==> src/rtl/dbncn_pkg.sv <==
// Shared defaults for the dbncn multi-channel debouncer.
// The optional auto-repeat feature is enabled by defining DBNCN_REPEAT_EN.
package dbncn_pkg;

    localparam int CNT_W_DEF     = 17;
    localparam int RPT_DLY_W_DEF = 25;
    localparam int RPT_PER_W_DEF = 23;
    localparam int MAX_CH        = 32;

    function automatic int max_w(input int a, input int b);
        return (a > b) ? a : b;
    endfunction

endpackage

==> src/rtl/dbncn_ch.sv <==
// One debouncer channel: polarity fold, two-flop synchroniser, stability counter,
// edge pulses and (with DBNCN_REPEAT_EN) a held-button auto-repeat counter.
module dbncn_ch
    import dbncn_pkg::*;
#(
    parameter int   CNT_W     = CNT_W_DEF,
    parameter logic POL       = 1'b1,
    parameter int   RPT_DLY_W = RPT_DLY_W_DEF,
    parameter int   RPT_PER_W = RPT_PER_W_DEF
) (
    input  logic clk,
    input  logic rst,
    input  logic btn_in,
    output logic level,
    output logic pressed,
    output logic released
);

    logic             p;
    logic             s0;
    logic             s1;
    logic [CNT_W-1:0] cnt;
    logic             flip;
    logic             rpt_fire;

    assign p    = POL ? btn_in : ~btn_in;
    assign flip = (s1 != level) && (&cnt);

    // Counter only runs while the synchronised input disagrees with the debounced level
    always_ff @(posedge clk or posedge rst) begin
        if (rst) begin
            s0    <= 1'b0;
            s1    <= 1'b0;
            cnt   <= '0;
            level <= 1'b0;
        end else begin
            s0 <= p;
            s1 <= s0;
            if (s1 == level) begin
                cnt <= '0;
            end else if (&cnt) begin
                cnt   <= '0;
                level <= ~level;
            end else begin
                cnt <= cnt + 1'b1;
            end
        end
    end

`ifdef DBNCN_REPEAT_EN
    localparam int RPT_W = max_w(RPT_DLY_W, RPT_PER_W);
    localparam logic [RPT_W-1:0] DLY_MAX = RPT_W'({RPT_DLY_W{1'b1}});
    localparam logic [RPT_W-1:0] PER_MAX = RPT_W'({RPT_PER_W{1'b1}});

    logic [RPT_W-1:0] rpt_cnt;
    logic             rpt_first;

    // A release on this same edge takes priority, so a repeat never coincides with released
    assign rpt_fire = level && !flip &&
                      (rpt_first ? (rpt_cnt == DLY_MAX) : (rpt_cnt == PER_MAX));

    always_ff @(posedge clk or posedge rst) begin
        if (rst) begin
            rpt_cnt   <= '0;
            rpt_first <= 1'b1;
        end else if (!level || flip) begin
            rpt_cnt   <= '0;
            rpt_first <= 1'b1;
        end else if (rpt_fire) begin
            rpt_cnt   <= '0;
            rpt_first <= 1'b0;
        end else begin
            rpt_cnt <= rpt_cnt + 1'b1;
        end
    end
`else
    assign rpt_fire = 1'b0;
`endif

    always_ff @(posedge clk or posedge rst) begin
        if (rst) begin
            pressed  <= 1'b0;
            released <= 1'b0;
        end else begin
            pressed  <= (flip && !level) || rpt_fire;
            released <= flip && level;
        end
    end

endmodule

==> src/rtl/dbncn.sv <==
// Multi-channel debouncer top: per-channel debouncers plus sticky press events and irq.
// Define DBNCN_REPEAT_EN to add auto-repeat press pulses while a button is held.
module dbncn
    import dbncn_pkg::*;
#(
    parameter int                NUM_CH    = 4,
    parameter int                CNT_W     = CNT_W_DEF,
    parameter logic [NUM_CH-1:0] POL       = {NUM_CH{1'b1}},
    parameter int                RPT_DLY_W = RPT_DLY_W_DEF,
    parameter int                RPT_PER_W = RPT_PER_W_DEF
) (
    input  logic              clk,
    input  logic              rst,
    input  logic [NUM_CH-1:0] btn_in,
    output logic [NUM_CH-1:0] btn_out,
    output logic [NUM_CH-1:0] pressed,
    output logic [NUM_CH-1:0] released,
    output logic [NUM_CH-1:0] evt,
    input  logic [NUM_CH-1:0] evt_clr,
    output logic              irq
);

    for (genvar c = 0; c < NUM_CH; c++) begin : g_ch
        dbncn_ch #(
            .CNT_W     (CNT_W),
            .POL       (POL[c]),
            .RPT_DLY_W (RPT_DLY_W),
            .RPT_PER_W (RPT_PER_W)
        ) u_ch (
            .clk      (clk),
            .rst      (rst),
            .btn_in   (btn_in[c]),
            .level    (btn_out[c]),
            .pressed  (pressed[c]),
            .released (released[c])
        );
    end

    // A new press overrides a clear issued in the same cycle
    always_ff @(posedge clk or posedge rst) begin
        if (rst) begin
            evt <= '0;
        end else begin
            evt <= (evt & ~evt_clr) | pressed;
        end
    end

    assign irq = |evt;

endmodule

==> config.mk <==
export PLATFORM = sky130hd
export DESIGN_NAME = dbncn
export DESIGN_NICKNAME = d
export VERILOG_FILES = /design/src/rtl/dbncn_pkg.sv /design/src/rtl/dbncn_ch.sv /design/src/rtl/dbncn.sv
export SDC_FILE = /design/constraint.sdc
export NUM_CORES = 1
export LEC_CHECK = 0
export BUFFER_PORTS_ARGS = -buffer_cell sky130_fd_sc_hd__buf_4
export CAP_MARGIN = 20
export CORE_MARGIN = 3
export CORE_UTILIZATION = 30
export CTS_BUF_LIST = sky130_fd_sc_hd__clkbuf_16
export CTS_CLUSTER_DIAMETER = 40
export DETAILED_ROUTE_END_ITERATION = 10
export GPL_ROUTABILITY_DRIVEN = 0
export GPL_TIMING_DRIVEN = 0
export PLACE_DENSITY = 0.54
export SYNTH_ARGS = -nofsm -noshare
export SYNTH_HDL_FRONTEND = slang
export SYNTH_SLANG_ARGS = --single-unit
export TNS_END_PERCENT = 10
==> constraint.sdc <==
create_clock -name clk -period 3.69 [get_ports clk]
set_input_delay 1.107 -clock clk [delete_from_list [all_inputs] [get_ports clk]]
set_output_delay 1.107 -clock clk [all_outputs]
set_load 0.05 [all_outputs]
======== Yosys cells after proc, flatten, opt, wreduce, memory -nomap -nowiden ========
Cells that the tools add are included.
W data, S select, Z words.
storage, ports and cells
  bits of input ports ..................... 10
  logic and storage cells ................. 81
  bits in registers ....................... 92
operators by class
  bitwise gates (word level) .............. 11
  eq/ne operators ......................... 8
  reductions and logical operators ........ 25
  add/subtract/negate cells ............... 4
  muxes and demuxes ....................... 8
operators by type and width
  cell                     number
  $mux W17                 8
  $reduce_and A18 Y1       4
  $add A17 B1 Y17 const B  4
  $reduce_and A17 Y1       4
  $logic_and A1 B1 Y1      12
  $not A1 Y1               8
  $and A4 B4 Y4            1
  $eq A1 B1 Y1             4
  $logic_not A1 Y1         4
  $ne A1 B1 Y1             4
  $not A4 Y4               1
  $or A4 B4 Y4             1
  $reduce_or A4 Y1         1

======== Longest topological paths before layout ========
  word-level depth ........................ 3
  depth in mapped cells ................... 9

======== Modules after synthesis ========
From an unflattened synthesis, not the netlist that was laid out.
second synthesis, totals
  cell total of the unflattened synthesis .. 391
  area, all modules ....................... 4,165.2 sq um
modules (own cells, without submodules)
  module                       cells an instance  times used  area each (sq um)  sequential area each (sq um)
  dbncn_ch (g_ch[0].u_ch ...)  95                 3           1,008.5            550.5
  dbncn_ch (g_ch[1].u_ch)      92                 1           982.2              550.5
  dbncn                        14                 1           157.7              100.1

======== Worst setup path after synthesis ========
OpenSTA, ideal clock, no wires.
  path kind ............................... reg2out
  start point ............................. reg evt[2]
  end point ............................... out irq
  stages on the path, launching flop included .. 2
  slack ................................... 1,197 ps
  arrival time ............................ 1,386 ps
  cell sequence ........................... dfrtp_1 or4_1
between the ends
  cells in the longest elaborated chain, start to end .. 1
RTL lines
  element                 RTL line     text
  from (decl)             dbncn.sv:18  output logic [NUM_CH-1:0] evt,
  from (signal assigned)  dbncn.sv:44  evt <= (evt & ~evt_clr) | pressed;
  $reduce_or A4 Y1        dbncn.sv:48  assign irq = |evt;
  to (decl)               dbncn.sv:20  output logic irq
Every way passes these cells.

======== Final worst setup path ========
  start point ............................. reg g_ch[3].u_ch.cnt[0]
  end point ............................... reg g_ch[3].u_ch.cnt[8]
between the ends
  cells in the longest elaborated chain, start to end .. 3
  elaborated cells on any way between the ends .. 4
  classes of those cells .................. add/sub (1); mux (2); reduce/logical (1)
RTL lines
  element                                                       RTL line                        text
  from (decl)                                                   dbncn_ch.sv:22                  logic [CNT_W-1:0] cnt;
  from (signal assigned)                                        dbncn_ch.sv:45                  cnt <= cnt + 1'b1;
  $add A17 B1 Y17 / $reduce_and A17 Y1 (equally long branches)  dbncn_ch.sv:45, dbncn_ch.sv:41
  $mux W17 (*)                                                  dbncn_ch.sv:41                  end else if (&cnt) begin
  $mux W17 (*)                                                  dbncn_ch.sv:39                  if (s1 == level) begin
Mark *: on every way between the ends. The rest lies on a longest branch, timed or not.
A chain may end at the register's enable or synchronous reset.

==> out/metrics.cfg <==
[outcome]
status=finished, final reports clean

[clocking]
cts_tree=built
cts_max_level=3
cts_resized=0
ctsHoldBuffers=0
clock_latency_ps=340
cts.path.max_buffers=2
numCtsBuffers=9
cts.sinks=92
postCtsSetupRepairBufs=0
cts_root_buffer=clkbuf_16
clk_pin_slew_worst_paths_ps=60

[cells_and_area]
area_growth_pct=17.9
fin_nets=454
finish.instance_area_um2=4970
antenna-diode-count=0
fill_cells=1319
layout-drive-gt1-share=0.163
utilization=0.368

[floorplanning]
io_pins=27
die_area_um2=15500
rows=42
fp.dieW_um=125
die_y_um=125
core-area_um2=13500
initial_core_util=0.312

[timing]
finalSetupViolCount=0
max_slew_margin=0.648
slew_violations=0
min_period_ps=2690
fmax_mhz=371
hold_violations=0
period_share=0.729
rsz0062_at_grt=no
worst_pin_slew_ps=523
worst_clock_skew_ps=7.10

[flow_run]
drv_cap=0

[worst_setup_path]
required_ps=3890
critPathMaxFanout=10
end_kind=flop
rr_startpoint=g_ch[3].u_ch.cnt[0]
critPathKind=flop to flop
crit_start=g_ch[3].u_ch.cnt[0]
cp-start-kind=flop
arrival_ps=2900
rrSetupSlack_ps=1000

[synth]
synth_ff_type=dfrtp_1
yosysWarnings=0
synth_cell_types=38
synth_area_um2=4210
synth.yosys.seq_area_share=0.546
synthCells=398
ys_ff_latch=92
synth-edff-count=0
async_flop_share=1.00
synth_nets=416
synth_area_per_cell_um2=10.6

[route]
first_pass_iters=4
wl_um=7310
routedWlPerCell_um=11.8
drc=0
vias_per_cell=4.57
via_count=2821
antenna_left=0
drt_iter0_drc=139

[grt]
grt_pass1_wl_um=13000
grt_antenna_before_repair=0
grtUsageTotal=0.0996
grt_pass1_vias=2873
gr-total-overflow=0
grt_max_degree=64

[power]
total_power_w=0.00207
power.density_nw_per_um2=417
power.leakage_nw=2.30
vdd_drop_max_v=0.000218

[hold_path]
hp-class=flop to flop
hp-start=g_ch[3].u_ch.s0

[place]
dp_hpwl_um=4990
detailed_place.area_um2=4660
io_buffers=26

## worst paths after layout
check                                       endpoint  cells after the start
min in group asynchronous            g_ch[0].u_ch.s0                      2
worst max-delay path             g_ch[3].u_ch.cnt[8]                      9
worst min register to register       g_ch[3].u_ch.s1                      0
max in group asynchronous       g_ch[3].u_ch.cnt[13]                      3
worst max register to register   g_ch[3].u_ch.cnt[8]                      9
worst min-delay path                 g_ch[3].u_ch.s1                      0
## flip-flops by register name (all words and copies together), names as in the netlist
name and count:
evt 4, g_ch.u_ch.cnt 68, g_ch.u_ch.level 4, g_ch.u_ch.pressed 4, g_ch.u_ch.released 4, g_ch.u_ch.s0 4
g_ch.u_ch.s1 4
## synth_stat cells, types with 2 or more instances
cell type	n	area share
and4_1	3	0.0062
nor2_1	55	0.049
nand3_2	2	0.0048
nand4_1	10	0.015
nand4_2	2	0.0059
xor2_1	16	0.033
dfrtp_1	92	0.55
nor2b_1	3	0.0045
nand2_1	22	0.020
or3_2	2	0.0036
o21ai_0	9	0.011
and3_1	8	0.012
nor3_1	12	0.014
inv_1	18	0.016
ha_1	8	0.024
clkbuf_1	9	0.0080
nand2b_1	2	0.0030
or2_2	2	0.0030
or3_1	8	0.012
buf_4	12	0.021
a21oi_1	10	0.012
a21o_1	4	0.0071
mux2_2	4	0.011
nor4_1	11	0.016
and3b_1	8	0.017
and2_1	6	0.0089
xnor2_1	31	0.064
nand3_1	19	0.023
## cell families (layout without fill, tap and decap cells)
group | count (synthesis) | count (layout) | synth area share
simple gates | 181 | 181 | 0.236
flops | 92 | 92 | 0.546
xor+xnor | 47 | 47 | 0.0977
buf+inv | 39 | 82 | 0.0454
compound gates | 25 | 25 | 0.0338
fa+ha+maj | 8 | 8 | 0.0238
mux | 6 | 6 | 0.0166
## cells in the final DEF, fill, tap and decap left out, drive strengths merged, types with 4 or more instances in the layout
cell type	instances
nand3	21
nor2	55
inv	19
nand2	22
buf	39
xor2	16
clkbuf	18
nor4	13
xnor2	31
clkinv	4
or3	11
nand4	13
mux2	5
and3b	8
nor3	12
and2	6
ha	8
a21oi	10
dfrtp	92
o21ai	9
and3	8
a21o	4
## report_power, final
group          total (W)  internal [W]  leakage, nW  switching [W]
Combinational  0.0000683     0.0000244        0.887      0.0000439
Sequential       0.00104       0.00102         1.26      0.0000139
Clock           0.000965      0.000585        0.158       0.000380
## area by class of cell
| class | instances | area [um2] | share of cell area |
|---|---|---|---|
| tap | 176 | 220 | 0.0443 |
| clock inverter | 7 | 82.6 | 0.0166 |
| buffer | 21 | 124 | 0.0249 |
| clock buffer | 9 | 225 | 0.0453 |
| inverter | 18 | 70.1 | 0.0141 |
| sequential | 92 | 2300 | 0.463 |
| multi-input combinational | 267 | 1720 | 0.346 |
| timing repair buffer | 27 | 223 | 0.0448 |
## layer usage
metal  GRT usage  up-vias  part of all wire
met3      0.0279        8             0.024
met4      0.0355        0             0.010
met2       0.161       25              0.48
met1       0.128     1376              0.49
li1            -     1412                 -
met5           0        -                 0
## worst max-delay path, cell delays in order (launching register included)
cell	delay [ps]
dfrtp_1	400
ha_1	220
nand2_1	140
nor4_2	460
and3_1	230
ha_1	180
nand2b_1	110
clkbuf_1	280
clkbuf_1	440
nor2_1	100
## per-stage QoR
stage	setup WS (ps)	TNS (ps)	hold WS (ps)	cells
6_report	998	0	345	617
5_1_grt	722	0	356	617
3_3_place_gp	-988	-90420	334	600
4_1_cts	994	0	351	617
3_5_place_dp	995	0	336	601
2_1_floorplan	191	0	331	398
Power figures use the tool's default switching activity.
